## src/rtl/alu_pkg.sv

```systemverilog
// ---------------------------------------------------------------------------
// alu_pkg
// Shared types for the sequential parametrised ALU:
//   alu_op_e    - 4-bit opcode encoding (12..15 reserved)
//   FLAG_*      - bit positions of {Z,N,C,V} inside the 4-bit flag vector
//   alu_state_e - handshake FSM states
//   pack_flags  - builds the flag vector from individual flag bits
// ---------------------------------------------------------------------------
package alu_pkg;

  typedef enum logic [3:0] {
    OP_ZERO  = 4'd0,
    OP_ADD   = 4'd1,
    OP_SUB   = 4'd2,
    OP_PASSA = 4'd3,
    OP_XOR   = 4'd4,
    OP_OR    = 4'd5,
    OP_AND   = 4'd6,
    OP_INC   = 4'd7,
    OP_MUL   = 4'd8,
    OP_SHL   = 4'd9,
    OP_SHR   = 4'd10,
    OP_SAR   = 4'd11,
    OP_RSV12 = 4'd12,
    OP_RSV13 = 4'd13,
    OP_RSV14 = 4'd14,
    OP_RSV15 = 4'd15
  } alu_op_e;

  localparam int FLAG_Z = 3;
  localparam int FLAG_N = 2;
  localparam int FLAG_C = 1;
  localparam int FLAG_V = 0;

  typedef enum logic [1:0] {
    ST_IDLE = 2'd0,
    ST_BUSY = 2'd1,
    ST_HOLD = 2'd2
  } alu_state_e;

  // Place individual flag bits at their architectural positions.
  function automatic logic [3:0] pack_flags(input logic z, input logic n,
                                            input logic c, input logic v);
    logic [3:0] f;
    f         = 4'b0000;
    f[FLAG_Z] = z;
    f[FLAG_N] = n;
    f[FLAG_C] = c;
    f[FLAG_V] = v;
    return f;
  endfunction

endpackage

```

## src/rtl/alu_shift_add_mul.sv

```systemverilog
// ---------------------------------------------------------------------------
// alu_shift_add_mul
// Iterative unsigned shift-add multiplier. One partial product is folded in
// per clock; the first one is folded in on the Start edge itself, so the full
// 2*WIDTH product is registered WIDTH edges after Start (including the Start
// edge) and o_done pulses for one cycle right after that.
// Ports:
//   i_clk      clock, rising edge
//   i_reset    synchronous active-high reset; abandons a multiply in flight
//   i_start    one-cycle pulse: capture i_a/i_b and begin
//   i_a, i_b   WIDTH-bit unsigned operands
//   o_product  2*WIDTH-bit product, valid while o_done is high and after
//   o_done     one-cycle pulse when o_product is complete
// ---------------------------------------------------------------------------
module alu_shift_add_mul
  import alu_pkg::*;
#(
  parameter int WIDTH = 16
) (
  input  logic                 i_clk,
  input  logic                 i_reset,
  input  logic                 i_start,
  input  logic [WIDTH-1:0]     i_a,
  input  logic [WIDTH-1:0]     i_b,
  output logic [2*WIDTH-1:0]   o_product,
  output logic                 o_done
);

  localparam int CNT_W = $clog2(WIDTH) + 1;

  logic [2*WIDTH-1:0] r_mcand;
  logic [WIDTH-1:0]   r_mplier;
  logic [2*WIDTH-1:0] r_prod;
  logic [CNT_W-1:0]   r_cnt;
  logic               r_busy;
  logic               r_done;
  logic [2*WIDTH-1:0] w_addend;

  // Partial product selected by the current multiplier LSB.
  assign w_addend = r_mplier[0] ? r_mcand : {(2*WIDTH){1'b0}};

  // Load on start (with first partial product), then iterate WIDTH-1 times.
  always_ff @(posedge i_clk) begin
    if (i_reset) begin
      r_mcand  <= {(2*WIDTH){1'b0}};
      r_mplier <= {WIDTH{1'b0}};
      r_prod   <= {(2*WIDTH){1'b0}};
      r_cnt    <= {CNT_W{1'b0}};
      r_busy   <= 1'b0;
      r_done   <= 1'b0;
    end else if (i_start) begin
      r_mcand  <= {{(WIDTH-1){1'b0}}, i_a, 1'b0};
      r_mplier <= {1'b0, i_b[WIDTH-1:1]};
      r_prod   <= i_b[0] ? {{WIDTH{1'b0}}, i_a} : {(2*WIDTH){1'b0}};
      r_cnt    <= CNT_W'(WIDTH - 1);
      r_busy   <= 1'b1;
      r_done   <= 1'b0;
    end else if (r_busy) begin
      r_prod   <= r_prod + w_addend;
      r_mcand  <= {r_mcand[2*WIDTH-2:0], 1'b0};
      r_mplier <= {1'b0, r_mplier[WIDTH-1:1]};
      r_cnt    <= r_cnt - CNT_W'(1);
      if (r_cnt == CNT_W'(1)) begin
        r_busy <= 1'b0;
        r_done <= 1'b1;
      end else begin
        r_done <= 1'b0;
      end
    end else begin
      r_done <= 1'b0;
    end
  end

  assign o_product = r_prod;
  assign o_done    = r_done;

endmodule

```

## src/rtl/seq_param_alu.sv

```systemverilog
// ---------------------------------------------------------------------------
// seq_param_alu
// Registered WIDTH-bit ALU with valid/ready handshake on input and output.
// Single-cycle ops produce their result on the accept edge (latency 1); MUL
// runs through an iterative multiplier (latency WIDTH+1). The result stays
// in HOLD until the consumer takes it; a new op may be accepted in the same
// cycle the old result is taken, giving one result per clock.
// Ports:
//   Clk       clock, rising edge
//   Reset     synchronous active-high reset
//   InValid   Sel/A/B valid this cycle
//   InReady   block accepts an op this cycle
//   Sel       opcode (see alu_op_e); 12..15 reserved
//   A, B      operands; B is the shift amount for shifts
//   Q         registered result
//   Flags     registered {Z,N,C,V}
//   Illegal   result came from a reserved opcode
//   OutValid  Q/Flags/Illegal valid
//   OutReady  consumer takes the result this cycle
// ---------------------------------------------------------------------------
module seq_param_alu
  import alu_pkg::*;
#(
  parameter int WIDTH = 16,
  parameter int OP_W  = 4
) (
  input  logic             Clk,
  input  logic             Reset,
  input  logic             InValid,
  output logic             InReady,
  input  logic [OP_W-1:0]  Sel,
  input  logic [WIDTH-1:0] A,
  input  logic [WIDTH-1:0] B,
  output logic [WIDTH-1:0] Q,
  output logic [3:0]       Flags,
  output logic             Illegal,
  output logic             OutValid,
  input  logic             OutReady
);

  localparam logic [WIDTH-1:0] WIDTH_V = WIDTH'(WIDTH);
  localparam logic [WIDTH-1:0] ZERO_W  = {WIDTH{1'b0}};
  localparam logic [WIDTH-1:0] ONE_W   = {{(WIDTH-1){1'b0}}, 1'b1};

  alu_state_e         r_state;
  logic [WIDTH-1:0]   r_q;
  logic [3:0]         r_flags;
  logic               r_illegal;
  logic               r_out_valid;

  alu_op_e            w_op;
  logic               w_in_ready;
  logic               w_accept;
  logic               w_mul_start;
  logic [2*WIDTH-1:0] w_product;
  logic               w_mul_done;
  logic [WIDTH-1:0]   w_mul_q;
  logic               w_mul_cv;
  logic [3:0]         w_mul_flags;

  logic [WIDTH-1:0]   w_add_b;
  logic [WIDTH:0]     w_sum_ext;
  logic [WIDTH-1:0]   w_diff;
  logic               w_sh_big;
  logic [WIDTH:0]     w_shl_ext;
  logic [WIDTH:0]     w_shr_ext;
  logic [WIDTH:0]     w_sar_ext;

  logic [WIDTH-1:0]   w_res_q;
  logic               w_res_c;
  logic               w_res_v;
  logic               w_res_ill;
  logic [3:0]         w_res_flags;

  assign w_op        = alu_op_e'(Sel[3:0]);
  // Ready when empty, or when the held result leaves this very cycle.
  assign w_in_ready  = (r_state == ST_IDLE) | ((r_state == ST_HOLD) & OutReady);
  assign w_accept    = InValid & w_in_ready;
  assign w_mul_start = w_accept & (w_op == OP_MUL);

  alu_shift_add_mul #(
    .WIDTH (WIDTH)
  ) u_mul (
    .i_clk     (Clk),
    .i_reset   (Reset),
    .i_start   (w_mul_start),
    .i_a       (A),
    .i_b       (B),
    .o_product (w_product),
    .o_done    (w_mul_done)
  );

  assign w_mul_q     = w_product[WIDTH-1:0];
  assign w_mul_cv    = |w_product[2*WIDTH-1:WIDTH];
  assign w_mul_flags = pack_flags(w_mul_q == ZERO_W, w_mul_q[WIDTH-1], w_mul_cv, w_mul_cv);

  // INC reuses the adder with a constant second operand.
  assign w_add_b   = (w_op == OP_INC) ? ONE_W : B;
  assign w_sum_ext = {1'b0, A} + {1'b0, w_add_b};
  assign w_diff    = A - B;

  // One spare bit on the shift-out side catches the last bit shifted out.
  assign w_sh_big  = (B >= WIDTH_V);
  assign w_shl_ext = {1'b0, A} << B;
  assign w_shr_ext = {A, 1'b0} >> B;
  assign w_sar_ext = $signed({A, 1'b0}) >>> B;

  // Single-cycle result and C/V selection by opcode.
  always_comb begin
    w_res_q   = ZERO_W;
    w_res_c   = 1'b0;
    w_res_v   = 1'b0;
    w_res_ill = 1'b0;
    case (w_op)
      OP_ZERO: begin
        w_res_q = ZERO_W;
      end
      OP_ADD, OP_INC: begin
        w_res_q = w_sum_ext[WIDTH-1:0];
        w_res_c = w_sum_ext[WIDTH];
        w_res_v = (A[WIDTH-1] == w_add_b[WIDTH-1]) &
                  (w_sum_ext[WIDTH-1] != A[WIDTH-1]);
      end
      OP_SUB: begin
        w_res_q = w_diff;
        w_res_c = (A < B);
        w_res_v = (A[WIDTH-1] != B[WIDTH-1]) & (w_diff[WIDTH-1] != A[WIDTH-1]);
      end
      OP_PASSA: begin
        w_res_q = A;
      end
      OP_XOR: begin
        w_res_q = A ^ B;
      end
      OP_OR: begin
        w_res_q = A | B;
      end
      OP_AND: begin
        w_res_q = A & B;
      end
      OP_MUL: begin
        // Result arrives from the multiplier while BUSY.
        w_res_q = ZERO_W;
      end
      OP_SHL: begin
        if (w_sh_big) begin
          w_res_q = ZERO_W;
          w_res_c = 1'b0;
        end else begin
          w_res_q = w_shl_ext[WIDTH-1:0];
          w_res_c = w_shl_ext[WIDTH];
        end
      end
      OP_SHR: begin
        if (w_sh_big) begin
          w_res_q = ZERO_W;
          w_res_c = 1'b0;
        end else begin
          w_res_q = w_shr_ext[WIDTH:1];
          w_res_c = w_shr_ext[0];
        end
      end
      OP_SAR: begin
        if (w_sh_big) begin
          w_res_q = {WIDTH{A[WIDTH-1]}};
          w_res_c = 1'b0;
        end else begin
          w_res_q = w_sar_ext[WIDTH:1];
          w_res_c = w_sar_ext[0];
        end
      end
      default: begin
        w_res_q   = ZERO_W;
        w_res_ill = 1'b1;
      end
    endcase
  end

  assign w_res_flags = pack_flags(w_res_q == ZERO_W, w_res_q[WIDTH-1], w_res_c, w_res_v);

  // Handshake FSM and output registers.
  always_ff @(posedge Clk) begin
    if (Reset) begin
      r_state     <= ST_IDLE;
      r_q         <= ZERO_W;
      r_flags     <= 4'b0000;
      r_illegal   <= 1'b0;
      r_out_valid <= 1'b0;
    end else begin
      case (r_state)
        ST_IDLE, ST_HOLD: begin
          if (w_accept) begin
            if (w_op == OP_MUL) begin
              r_state     <= ST_BUSY;
              r_out_valid <= 1'b0;
            end else begin
              r_q         <= w_res_q;
              r_flags     <= w_res_flags;
              r_illegal   <= w_res_ill;
              r_out_valid <= 1'b1;
              r_state     <= ST_HOLD;
            end
          end else if ((r_state == ST_HOLD) && OutReady) begin
            r_out_valid <= 1'b0;
            r_state     <= ST_IDLE;
          end else begin
            r_out_valid <= r_out_valid;
          end
        end
        ST_BUSY: begin
          if (w_mul_done) begin
            r_q         <= w_mul_q;
            r_flags     <= w_mul_flags;
            r_illegal   <= 1'b0;
            r_out_valid <= 1'b1;
            r_state     <= ST_HOLD;
          end else begin
            r_out_valid <= 1'b0;
          end
        end
        default: begin
          r_state     <= ST_IDLE;
          r_out_valid <= 1'b0;
        end
      endcase
    end
  end

  assign InReady  = w_in_ready;
  assign Q        = r_q;
  assign Flags    = r_flags;
  assign Illegal  = r_illegal;
  assign OutValid = r_out_valid;

endmodule

```

## config.mk

```make
export PLATFORM = sky130hd
export DESIGN_NAME = seq_param_alu
export DESIGN_NICKNAME = d
export VERILOG_FILES = /design/src/rtl/alu_pkg.sv /design/src/rtl/alu_shift_add_mul.sv /design/src/rtl/seq_param_alu.sv
export SDC_FILE = /design/constraint.sdc
export NUM_CORES = 1
export LEC_CHECK = 0
export BUFFER_PORTS_ARGS = -buffer_cell sky130_fd_sc_hd__buf_2
export CORE_MARGIN = 3
export CORE_UTILIZATION = 35
export CTS_CLUSTER_SIZE = 20
export DETAILED_ROUTE_END_ITERATION = 10
export PLACE_DENSITY = 0.64
export SLEW_MARGIN = 0
export SYNTH_ARGS = -nofsm -noshare
export SYNTH_HDL_FRONTEND = slang
export SYNTH_SLANG_ARGS = --single-unit
```

## constraint.sdc

```tcl
create_clock -name Clk -period 3.7 [get_ports Clk]
set_clock_uncertainty 0.1 [all_clocks]
set_input_delay 0.37 -clock Clk [delete_from_list [all_inputs] [get_ports Clk]]
set_output_delay 0.37 -clock Clk [all_outputs]
set_load 0.1 [all_outputs]
```

* After elaboration in Yosys (flattened, before gate mapping)
Cells that the tools add are included.
** Storage, ports and cells
- Register bits :: 109
- Bits in latches :: 0
- Memories kept :: 0
- ROM bits :: 0
- Logic and storage cells :: 116
- Memory bits (writable) :: 0
- Input port bits :: 40
- Output and inout bits :: 23
** Operators by class
- Add/subtract/negate cells :: 4
- Equality and inequality tests :: 22
- Reductions and logical operators :: 15
- Shift operators :: 3
- Order comparisons :: 2
- Divide/modulo/power cells :: 0
- Bitwise gates (word level) :: 10
- Muxes and demuxes :: 47
- $mul :: 0
** Operators by type and width (count)
- 16-bit one-hot mux with 9 select lines :: 1
- 16-bit 2-to-1 mux :: 8
- 32-bit 2-to-1 mux :: 3
- 17-bit 2-to-1 mux :: 2
- 32-bit adder :: 1
- 16-bit logical NOT :: 2
- 16-bit one-hot mux with 2 select lines :: 1
- 15-bit 2-to-1 mux :: 2
- 4-bit 2-to-1 mux :: 5
- 16-bit by 16-bit adder with 17-bit output :: 1
- 16-bit by 16-bit left shift with 17-bit output :: 1
- 17-bit by 16-bit >> shifter with 17-bit output :: 1
- 17-bit by 16-bit >>> shifter with 17-bit output :: 1
- 16-bit AND :: 1
- 4-bit by 3-bit == test with 1-bit output (second input constant) :: 4
- 4-bit == test (second input constant) :: 4
- 16-bit by 5-bit >= comparator with 1-bit output (second input constant) :: 1
- 16-bit less-than comparator :: 1
- 16-bit bitwise OR :: 1
- 16-bit OR reduction :: 1
- 16-bit subtractor :: 1
- 16-bit bitwise XOR :: 1
- 1-bit 2-to-1 mux :: 15
- 11-bit OR reduction :: 1
- other kinds (27) :: 43

* Depth between registers and ports, before layout
- Word-level depth :: 9
- Mapped depth :: 17
- Gate-level depth less buffers :: 14

* Modules after synthesis
Synthesis repeated with hierarchy kept, for this count alone.
** Second synthesis, totals
- Cell total of the unflattened synthesis :: 1611
- Area total of the unflattened synthesis :: 11980.2 um2
** Modules (own cells, without submodules)
- seq_param_alu :: times used 1, area an instance 6611.3 um2, sequential area each 460.4 um2, cells each 928
- alu_shift_add_mul :: times used 1, area an instance 5368.9 um2, sequential area each 1701.6 um2, cells each 683

* Worst setup path after synthesis
No wires, ideal clock.
- Path type :: input to register
- Start :: input port B[2]
- End :: register r_flags[3] (netlist: Flags[3])
- Data required time :: 3.541 ns
- Stages :: 16
- Path buffers :: 4
- Path slack :: 0.015 ns
- Arrival time :: 3.526 ns
- Setup time :: 0.059 ns
- Cells stage by stage :: clkbuf_1 -> inv_1 -> buf_2 -> buf_2 -> buf_1 -> a31oi_1 -> ha_1 -> and3_1 -> a22oi_1 -> nor2b_1 -> xor2_1 -> nor2_1 -> or3_1 -> nor4_1 -> and4_1 -> a31o_1
** On the way
- Cells in the longest elaborated chain, start to end :: 7
- Elaborated cells on any way between the ends :: 18
- Those cells by class :: add/sub (2); order compare (1); shift (3); mux (8); bitwise (3); reduce/logical (1)
** RTL lines
- start: declaration :: line seq_param_alu.sv:33 : input logic [WIDTH-1:0] B,
- 16-bit 2-to-1 mux, or another cell as far along :: line seq_param_alu.sv:98 : assign w_add_b = (w_op == OP_INC) ? ONE_W : B;
- 16-bit by 16-bit adder with 17-bit output, or another cell as far along :: line seq_param_alu.sv:99 : assign w_sum_ext = {1'b0, A} + {1'b0, w_add_b};
- 16-bit one-hot mux with 9 select lines (*) :: line seq_param_alu.sv:114 : case (w_op)
- 16-bit logical NOT (*) :: line seq_param_alu.sv:179 : assign w_res_flags = pack_flags(w_res_q == ZERO_W, w_res_q[WIDTH-1], w_res_c, w_res_v);
- 4-bit 2-to-1 mux (*) :: line seq_param_alu.sv:193 : if (w_op == OP_MUL) begin
- 4-bit 2-to-1 mux (*) :: line seq_param_alu.sv:192 : if (w_accept) begin
- 4-bit one-hot mux with 2 select lines (*) :: line seq_param_alu.sv:190 : case (r_state)
- end signal: assignment :: line seq_param_alu.sv:198 : r_flags <= w_res_flags;
- end signal: assignment :: line seq_param_alu.sv:213 : r_flags <= w_mul_flags;
- end: declaration :: line seq_param_alu.sv:47 : logic [3:0] r_flags;
Mark *: on every way between the ends. The rest lies on a longest branch, timed or not. The select of a mux whose other input is x is not followed.
A chain may end at the register's enable or synchronous reset.

* Final worst setup path
- Start :: register u_mul.r_mplier[0]
- End :: register u_mul.r_prod[31] (netlist: u_mul.o_product[31])
** On the way
- Cells in the longest elaborated chain, start to end :: 4
** RTL lines
- start: declaration :: line alu_shift_add_mul.sv:32 : logic [WIDTH-1:0] r_mplier;
- start signal: assignment :: line alu_shift_add_mul.sv:46 : r_mplier <= {WIDTH{1'b0}};
- start signal: assignment :: line alu_shift_add_mul.sv:53 : r_mplier <= {1'b0, i_b[WIDTH-1:1]};
- start signal: assignment :: line alu_shift_add_mul.sv:61 : r_mplier <= {1'b0, r_mplier[WIDTH-1:1]};
- 32-bit 2-to-1 mux :: line alu_shift_add_mul.sv:40 : assign w_addend = r_mplier[0] ? r_mcand : {(2*WIDTH){1'b0}};
- 32-bit adder :: line alu_shift_add_mul.sv:59 : r_prod <= r_prod + w_addend;
- 32-bit 2-to-1 mux :: line alu_shift_add_mul.sv:58 : end else if (r_busy) begin
- 32-bit 2-to-1 mux :: line alu_shift_add_mul.sv:51 : end else if (i_start) begin
- end signal: assignment :: line alu_shift_add_mul.sv:47 : r_prod <= {(2*WIDTH){1'b0}};
- end signal: assignment :: line alu_shift_add_mul.sv:54 : r_prod <= i_b[0] ? {{WIDTH{1'b0}}, i_a} : {(2*WIDTH){1'b0}};
- end signal: assignment :: line alu_shift_add_mul.sv:59
- end: declaration :: line alu_shift_add_mul.sv:33 : logic [2*WIDTH-1:0] r_prod;
Every way passes these cells. The select of a mux whose other input is x is not followed.

==> impl_metrics.yaml <==
cts:
  cts_buffers: 9
  clock_path_buffers: 2
  cts_sinks: 108
  cts.clk_slew.worst_paths_ns: 0.08
  clkLatencyLatePin_ns: 0.36
  cts_setup_buffers: 0
  cts_tree: "done"
  h-tree-depth: 3
  root_buffer: "clkbuf_16"
grt:
  use_met3: 0.0331
  use_met1: 0.335
  use_met2: 0.408
  antenna_found_initial: 1
  grt_max_degree: 81
  top_usage_layer: "met2"
  grt_usage: 0.253
  grt_pass1_wl_um: 71100
  grt_pass1_vias: 12020
  grt-ovfl-total: 0
synthesis:
  synthDistinctLibCells: 88
  ys_top_cells_by_count: "nor2_1 (177), a21oi_1 (114), dfxtp_1 (108)"
  syn-num-nets: 1682
  synth_top_area_cell: "dfxtp_1"
  yosysMostFrequentCell: "nor2_1"
  synth_top_area_frac: 0.185
  async_reset_ff_frac: 0
  synth_cells: 1543
  synth_warnings: 0
  synthTopCellsByArea: "dfxtp_1 (19%), ha_1 (10%), mux2i_1 (7.8%)"
  synth_edf_count: 0
  syn_avg_cell_area_sq_um: 7.56
  synth_flop_cell: "dfxtp_1"
  yosysSeqAreaShare: 0.185
  synth_area_sq_um: 11700
  synth_seq_cells: 108
cells_and_area:
  nets: 1745
  area_growth_syn_to_layout_pct: 13.2
  final_cells: 2053
  drive_gt1_frac: 0.150
  diodes: 0
routing:
  drc: 0
  drtPass1Iterations: 6
  drtIter0Drc: 1253
  vias: 12614
  vias_per_cell: 6.14
  drtAntennaViolNets: 0
  routed_wirelength_um: 46500
  wire_per_inst_um: 22.7
worst_hold_path:
  holdCritPathClass: "primary input to register"
critical_path:
  path_delay_family: "compound AO/OA/AOI/OAI gates"
  critPathKind: "register to register"
  endpoint_kind: "register"
  slowest_stage: "fa_1"
  cp.buffers_inverters: 2
  worstPathRequired_ns: 3.87
  cp_max_fo: 6
  cp.arrival_ns: 3.54
  crit_path_start_kind: "register"
  crit_chain: "and2_1, ha_1, inv_1, fa_1, nor2b_1, o31ai_1, a211oi_1, buf_4, o21ai_0, o31a_1, o211a_1, mux2_2, a21o_1, a21oi_1"
  critPathMaxStageDelay_ns: 0.43
pwr:
  power_mw: 3.40
  power_density_nw_per_um2: 258
  peakVddDrop_mv: 0.222
  p_leak_nw: 5.40
die:
  die_h_um: 189
  fp-row-count: 66
  core_area_sq_um: 32700
  io_pins: 63
  dieArea_sq_um: 35500
  die_x_um: 189
  start_util: 0.357
place:
  portBuffers: 62
  dp_slack_ns: 0.0597
  dp_hpwl_um: 36000
  placedCellCount: 2037
  gp_congestion: 1.06
sta:
  finalHoldViolations: 0
  tns_ns: 0
  rsz0062_at_grt: "no"
  setup_violations: 0
  finalCritPeriodShare: 0.910
  setup_ws_ns: 0.333
  worstMarginPinSlew_ns: 1.09
  max_freq_mhz: 297
  slew_headroom: 0.276
  slew_viol_final: 0
  period_minus_slack_ns: 3.37
  whs_ns: 0.255
run_status:
  status: "completed"
flow_run:
  cap_violations: 0
==> timing repair <==
action	CTS	global route
setup endpoints to repair	0	1
hold buffers	0	0
hold endpoints to repair	0	0
gates resized for setup	0	2
==> final cells by class <==
type                            count  area, sq um
Clock buffer                       10          229
Clock inverter                      6         45.0
Fill cell                        3391        19500
Inverter                           57          214
Multi-Input combinational cell   1261         8870
Sequential cell                   108         2170
Tap cell                          442          553
Timing Repair Buffer              169         1130
==> through the flow <==
step	utilization	area [sq um]
floorplan	-	11700
global placement	0.395	12900
detailed placement	0.395	12900
CTS	0.404	13200
global route	0.404	13200
finish	0.404	13200
==> registers in the layout (all words and copies together), names as in the netlist, 2 cells and up <==
signal / cells
u_mul.o_product: 32
u_mul.r_mcand: 31
Q: 15
u_mul.r_mplier: 15
u_mul.r_cnt: 5
Flags: 4
r_state: 2
==> cells by family (layout without fill, tap and decap cells) <==
| group | Yosys count | count (layout) | synth area share |
|---|---|---|---|
| mux | 122 | 122 | 0.117 |
| fa+ha+maj | 99 | 99 | 0.108 |
| xor+xnor | 39 | 39 | 0.0293 |
| compound gates | 456 | 456 | 0.263 |
| buf+inv | 174 | 242 | 0.0578 |
| flops | 108 | 108 | 0.185 |
| simple gates | 545 | 545 | 0.239 |
==> worst register-to-register path: cells and delay by family (launching register included) <==
family | cells | cell delay (ns)
adders and majority gates | 2 | 0.61
buffers and inverters | 2 | 0.23
AOI/OAI and AO/OA | 7 | 1.35
DFF | 1 | 0.38
muxes | 1 | 0.28
and+or+nand+nor | 2 | 0.32
==> path summary, 6_finish.rpt <==
path	start	to	slack [ns]	cells past startpoint
setup / recovery	u_mul.r_mplier[0]$_SDFFE_PP0N_	u_mul.o_product[31]$_SDFFE_PP0N_	0.33	14
hold / removal	B[11]	u_mul.r_mplier[10]$_SDFFE_PP0N_	0.26	3
setup reg to reg	u_mul.r_mplier[0]$_SDFFE_PP0N_	u_mul.o_product[31]$_SDFFE_PP0N_	0.33	14
hold reg to reg	Q[11]$_SDFFE_PP0P_	Q[11]$_SDFFE_PP0P_	0.35	2
==> per-layer routing <==
layer	vias to the layer above	routed length, um
met5	-	13
met4	2	2490
met3	140	3630
met2	645	20900
met1	5976	19500
li1	5851	-
==> report_power, final <==
part | total (mW) | switching (mW) | internal, mW
clock network | 0.935 | 0.469 | 0.466
logic | 1.25 | 0.832 | 0.414
registers | 1.22 | 0.0277 | 1.19
total | 3.40 | 1.33 | 2.07
==> layout by cell type, fill, tap and decap left out, types with 29 or more instances in the layout <==
cell type and count:
a211oi_1 57, a21oi_1 113, a31oi_1 37, and2_1 31, buf_2 62, buf_4 105, dfxtp_1 106, ha_1 96
inv_1 56, mux2i_1 91, nand2_1 97, nand3_1 43, nor2_1 177, nor2b_1 29, nor3_1 37, o211ai_1 34
o21ai_0 66
Power figures use the tool's default switching activity.
